$ cat src/rtl/chunked_adder_sequencer_pkg.sv
// rtl/chunked_adder_sequencer_pkg.sv - shared types and sizing helpers for the chunked adder sequencer
package chunked_adder_sequencer_pkg;

  typedef enum logic [1:0] {
    IDLE = 2'd0,
    ADD  = 2'd1,
    DONE = 2'd2
  } state_t;

  localparam int ID_W = 1;

  // Chunk counter width; a single-chunk adder still needs one counter bit.
  function automatic int count_width(input int k);
    return (k > 1) ? $clog2(k) : 1;
  endfunction

endpackage

$ cat src/rtl/chunked_adder_sequencer_chunk_adder.sv
// rtl/chunked_adder_sequencer_chunk_adder.sv - combinational CHUNK-bit ripple adder slice
module chunk_adder
  import chunked_adder_sequencer_pkg::*;
#(
  parameter int CHUNK = 2
) (
  input  logic [CHUNK-1:0] i_a,
  input  logic [CHUNK-1:0] i_b,
  input  logic             i_cin,
  output logic [CHUNK-1:0] o_sum,
  output logic             o_cout
);

  logic [CHUNK:0] w_c;

  assign w_c[0] = i_cin;

  // Each bit is two half adders; their carries can never both be set, so OR merges them.
  for (genvar i = 0; i < CHUNK; i++) begin : g_bit
    logic w_p;
    logic w_g;
    logic w_h;
    assign w_p        = i_a[i] ^ i_b[i];
    assign w_g        = i_a[i] & i_b[i];
    assign o_sum[i]   = w_p ^ w_c[i];
    assign w_h        = w_p & w_c[i];
    assign w_c[i+1]   = w_g | w_h;
  end

  assign o_cout = w_c[CHUNK];

endmodule

$ cat src/rtl/chunked_adder_sequencer.sv
// rtl/chunked_adder_sequencer.sv - two-requester round-robin WIDTH-bit adder built on one shared CHUNK-bit slice
module chunked_adder_sequencer
  import chunked_adder_sequencer_pkg::*;
#(
  parameter int WIDTH = 8,
  parameter int CHUNK = 2
) (
  input  logic             clk,
  input  logic             rst,
  input  logic             req0_valid,
  output logic             req0_ready,
  input  logic [WIDTH-1:0] req0_a,
  input  logic [WIDTH-1:0] req0_b,
  input  logic             req1_valid,
  output logic             req1_ready,
  input  logic [WIDTH-1:0] req1_a,
  input  logic [WIDTH-1:0] req1_b,
  output logic             resp_valid,
  input  logic             resp_ready,
  output logic [WIDTH:0]   resp_sum,
  output logic             resp_id
);

  localparam int K  = WIDTH / CHUNK;
  localparam int CW = count_width(K);
  localparam logic [CW-1:0] LAST_CNT = CW'(K - 1);

  state_t            r_state;
  logic [WIDTH-1:0]  r_a;
  logic [WIDTH-1:0]  r_b;
  logic [WIDTH-1:0]  r_sum;
  logic              r_carry;
  logic [CW-1:0]     r_count;
  logic [ID_W-1:0]   r_owner;
  logic [ID_W-1:0]   r_last_grant;
  logic              r_resp_valid;
  logic [WIDTH:0]    r_resp_sum;
  logic [ID_W-1:0]   r_resp_id;

  logic [CHUNK-1:0]       w_s;
  logic                   w_cout;
  logic [WIDTH+CHUNK-1:0] w_sum_wide;
  logic [WIDTH-1:0]       w_sum_next;
  logic                   w_grant;
  logic                   w_accept;

  chunk_adder #(
    .CHUNK(CHUNK)
  ) u_chunk_adder (
    .i_a   (r_a[CHUNK-1:0]),
    .i_b   (r_b[CHUNK-1:0]),
    .i_cin (r_carry),
    .o_sum (w_s),
    .o_cout(w_cout)
  );

  // New slice enters at the top; after K steps chunk 0 has drifted down to the LSBs.
  assign w_sum_wide = {w_s, r_sum};
  assign w_sum_next = w_sum_wide[WIDTH+CHUNK-1:CHUNK];

  assign w_grant    = (req0_valid && req1_valid) ? ~r_last_grant[0] : req1_valid;
  assign req0_ready = (r_state == IDLE) && req0_valid && !w_grant;
  assign req1_ready = (r_state == IDLE) && req1_valid && w_grant;
  assign w_accept   = req0_ready || req1_ready;

  assign resp_valid = r_resp_valid;
  assign resp_sum   = r_resp_sum;
  assign resp_id    = r_resp_id[0];

  always_ff @(posedge clk) begin
    if (rst) begin
      r_state      <= IDLE;
      r_a          <= '0;
      r_b          <= '0;
      r_sum        <= '0;
      r_carry      <= 1'b0;
      r_count      <= '0;
      r_owner      <= '0;
      r_last_grant <= '1;
      r_resp_valid <= 1'b0;
      r_resp_sum   <= '0;
      r_resp_id    <= '0;
    end else begin
      case (r_state)
        IDLE: begin
          if (w_accept) begin
            r_a          <= w_grant ? req1_a : req0_a;
            r_b          <= w_grant ? req1_b : req0_b;
            r_carry      <= 1'b0;
            r_count      <= '0;
            r_owner      <= w_grant;
            r_last_grant <= w_grant;
            r_state      <= ADD;
          end
        end
        ADD: begin
          r_carry <= w_cout;
          r_a     <= r_a >> CHUNK;
          r_b     <= r_b >> CHUNK;
          r_sum   <= w_sum_next;
          r_count <= r_count + 1'b1;
          if (r_count == LAST_CNT) begin
            r_state      <= DONE;
            r_resp_sum   <= {w_cout, w_sum_next};
            r_resp_valid <= 1'b1;
            r_resp_id    <= r_owner;
          end
        end
        DONE: begin
          if (resp_ready) begin
            r_resp_valid <= 1'b0;
            r_state      <= IDLE;
          end
        end
        default: r_state <= IDLE;
      endcase
    end
  end

endmodule

$ cat config.mk
export PLATFORM = sky130hd
export DESIGN_NAME = chunked_adder_sequencer
export DESIGN_NICKNAME = d
export VERILOG_FILES = /design/src/rtl/chunked_adder_sequencer_pkg.sv /design/src/rtl/chunked_adder_sequencer_chunk_adder.sv /design/src/rtl/chunked_adder_sequencer.sv
export SDC_FILE = /design/constraint.sdc
export NUM_CORES = 1
export LEC_CHECK = 0
export ABC_AREA = 1
export BUFFER_PORTS_ARGS = -buffer_cell sky130_fd_sc_hd__clkbuf_2
export CAP_MARGIN = 25
export CORE_ASPECT_RATIO = 0.8
export CORE_MARGIN = 4
export CORE_UTILIZATION = 57
export CTS_CLUSTER_SIZE = 14
export DETAILED_ROUTE_END_ITERATION = 7
export PLACE_DENSITY = 0.94
export SYNTH_ARGS = -nofsm -noshare
export SYNTH_HDL_FRONTEND = slang
export SYNTH_SLANG_ARGS = --single-unit
$ cat constraint.sdc
create_clock -name clk -period 3.7 [get_ports clk]
set_input_delay 0.185 -clock clk [delete_from_list [all_inputs] [get_ports clk]]
set_output_delay 0.185 -clock clk [all_outputs]
set_load 0.005 [all_outputs]
==> flow_summary.ini <==
[setup_path]
critical_path_required_ps = 3920
worst_r2r_path_depth = 5
crit_path_start_kind = flip-flop
crit_start = r_state[0]
worstPathArrival_ps = 2020
critPathMaxFanout = 33
timing_worst_setup_path_type = reg -> reg
timing.critical_path.to_type = flip-flop
critical_path.reg2reg.startpoint = r_state[0]

[cells_and_area]
syn_to_final_growth_pct = 11.18
final_layout_size_suffix_gt1_share_pct = 20.82
final_net_count = 380
antennaDiodeCount = 0

[cts]
clock_insertion_delay_worst_skew_ps = 300
cts_max_path_buffers = 2
cts-htree-levels = 2
root_buffer = sky130_fd_sc_hd__clkbuf_8
clock-sinks = 40
cts.clk_slew.worst_paths_ps = 80
ctsHoldBuffers = 0
postCtsSetupBuffers = 0
tritoncts = built
cts-resized-gates = 0
cts_buffers = 5

[place]
dp.final_hpwl_um = 3077
count_of_input_and_output_buffers = 49
place_congestion = 0.7787

[floorplan]
core_area_mm2 = 0.003471
die_w_um = 75.55
io_pins = 50
chipHeight_um = 62.04
die_area_mm2 = 0.004687
num_rows = 19
initial_utilization_pct = 59.95

[detailed_routing]
routed_wire_length_per_instance_um = 11.23
routed_wl_um = 4300
residual_antenna_violating_net_count_after_detailed_routing = 0
drt-pass1-iter-count = 4
vias_per_cell = 5.005
dr_iter_0_viols = 141
remaining_drc_errors = 0
vias = 1917

[global_route]
initial_antenna_violation_count = 0
first_global_vias = 1754
grt_overflow_total = 0
global_route.usage.total_pct = 19.74
grt_max_degree = 34
grt_first_pass_wirelength_um = 6975

[synthesis]
synthesis.instances = 301
syn_area_per_cell_um2 = 6.913
synth.cell_area_mm2 = 0.002081
synthesis.nets = 341
synthDistinctLibCells = 25
yosysWarnings = 0
ys_ff_latch = 40
register_area_share_after_synthesis_pct = 38.48

[sta]
timing.final.hold_violations = 0
post_layout_minimum_cycle_time_ps = 1796
final-setup-viol-count = 0
report.final.slew_viol_count = 0
worst_margin_slew_ps = 658.7
worst_slew_margin_rel_pct = 55.98
fin_crit_sh_pct = 48.54
grt_setup_unrepaired = no
final_skew_ps = 5.702
max_clock_freq_mhz = 556.8
setup_total_negative_slack_ps = 0

[hold_path]
hold_path.class = in -> reg
worstHoldStart = resp_ready
instance_count_along_the_most_critical_hold_path = 3

[flow_run]
drv_cap = 0

[power]
cellLeakagePower_nw = 1.140
ir_worst_vdd_mv = 0.2031
power_density_mw_per_mm2 = 405.2
fin_total_pwr_uw = 937.5

[run_status]
status = completed
-- area by class of cell --
| type | count | area [um2] |
|---|---|---|
| inverters | 26 | 97.59 |
| repair buffers | 49 | 245.2 |
| well taps | 42 | 52.55 |
| clock buffers | 8 | 90.09 |
| flip-flops and latches | 40 | 800.8 |
| multi-input cells | 218 | 1027 |
| fillers | 299 | 1157 |
-- sequential cells by signal, indices dropped and copies added (netlist names) --
register	count
r_sum	6
resp_valid	1
r_owner	1
r_count	2
r_a	8
resp_sum	9
r_last_grant	1
r_carry	1
r_state	2
r_b	8
resp_id	1
-- critical path, cell delays in order (launching register included) --
cell,delay (ps)
sky130_fd_sc_hd__dfxtp_1,350
sky130_fd_sc_hd__inv_1,120
sky130_fd_sc_hd__nor2_4,530
sky130_fd_sc_hd__nand2_2,310
sky130_fd_sc_hd__or2_1,290
sky130_fd_sc_hd__a21oi_1,110
-- cells in the mapped netlist --
cell,number,area share [%]
sky130_fd_sc_hd__buf_8,1,0.72
sky130_fd_sc_hd__fa_1,2,1.9
sky130_fd_sc_hd__nand3_1,22,5.3
sky130_fd_sc_hd__o21a_1,2,0.72
sky130_fd_sc_hd__nor2_2,2,0.60
sky130_fd_sc_hd__nand2_4,1,0.54
sky130_fd_sc_hd__nand2_1,69,12
sky130_fd_sc_hd__buf_2,4,0.96
sky130_fd_sc_hd__nand2_2,8,2.4
sky130_fd_sc_hd__o21ai_0,10,2.4
sky130_fd_sc_hd__or2_1,1,0.30
sky130_fd_sc_hd__nand3b_1,5,1.8
sky130_fd_sc_hd__inv_2,1,0.18
sky130_fd_sc_hd__dlygate4sd1_1,1,0.42
sky130_fd_sc_hd__buf_6,4,2.2
sky130_fd_sc_hd__nor2_1,62,11
sky130_fd_sc_hd__a21oi_2,1,0.42
sky130_fd_sc_hd__ha_1,1,0.60
sky130_fd_sc_hd__nor2_4,3,1.6
sky130_fd_sc_hd__a21oi_1,28,6.7
sky130_fd_sc_hd__inv_1,25,4.5
sky130_fd_sc_hd__clkbuf_8,4,2.6
sky130_fd_sc_hd__o211ai_1,1,0.36
sky130_fd_sc_hd__clkbuf_1,3,0.54
sky130_fd_sc_hd__dfxtp_1,40,38
-- per-layer routing --
metal | wire length (um) | GRT usage, % | vias up
met3 | 277 | 5.305 | 10
li1 | - | - | 1015
met2 | 2019 | 32.84 | 50
met1 | 1923 | 22.83 | 842
met4 | 80 | 12.22 | 0
met5 | 0 | 0 | -
-- worst paths after layout --
check	to	slack (ps)
hold reg to reg	resp_valid	460
setup / recovery	resp_sum[6]	1900
hold / removal	r_state[1]	200
setup reg to reg	resp_sum[6]	1900
-- logic make-up (layout without fill, tap and decap cells) --
| family | count (synthesis) | count (layout) | share of synthesized area [%] |
|---|---|---|---|
| AO/OA/AOI/OAI | 42 | 42 | 10.64 |
| flip-flops | 40 | 40 | 38.48 |
| adder cells (fa/ha/maj) | 3 | 3 | 2.526 |
| AND/OR/NAND/NOR | 173 | 173 | 36.20 |
| buffers and inverters | 43 | 83 | 12.15 |
-- cell usage in the layout, fill, tap and decap left out --
cell and instances:
sky130_fd_sc_hd__or2_1 1, sky130_fd_sc_hd__nand3_1 22, sky130_fd_sc_hd__o21ai_0 10, sky130_fd_sc_hd__clkbuf_8 6, sky130_fd_sc_hd__dfxtp_1 40, sky130_fd_sc_hd__inv_1 25, sky130_fd_sc_hd__o21a_1 2, sky130_fd_sc_hd__fa_1 2
sky130_fd_sc_hd__clkbuf_1 2, sky130_fd_sc_hd__ha_1 1, sky130_fd_sc_hd__nor2_1 62, sky130_fd_sc_hd__a21oi_1 28, sky130_fd_sc_hd__clkbuf_2 49, sky130_fd_sc_hd__nand2_1 69, sky130_fd_sc_hd__a21oi_2 1, sky130_fd_sc_hd__nor2_2 2
sky130_fd_sc_hd__nor2_4 3, sky130_fd_sc_hd__inv_2 1, sky130_fd_sc_hd__nand2_2 8, sky130_fd_sc_hd__o211ai_1 1, sky130_fd_sc_hd__nand3b_1 5, sky130_fd_sc_hd__nand2_4 1
-- power by group --
group	switching, mW	internal (mW)
Clock	0.147	0.152
Combinational	0.101	0.0613
Sequential	0.0168	0.459
Total	0.265	0.673
-- stage by stage --
step / utilization [%] / hold slack, ps / std cells / setup slack (ps) / area [um2]
3_5_place_dp: 64.06 / 453.9 / 375 / 1930 / 2223
4_1_cts: 66.65 / 196.3 / 383 / 1911 / 2313
2_1_floorplan: - / 368.5 / 301 / 2154 / 2081
6_report: 66.65 / 198.8 / 383 / 1904 / 2313
3_3_place_gp: 64.06 / 450.6 / 375 / 1978 / 2223
5_1_grt: 66.65 / 217.1 / 383 / 1735 / 2313
Note: power is estimated with default switching activity, not from simulation.
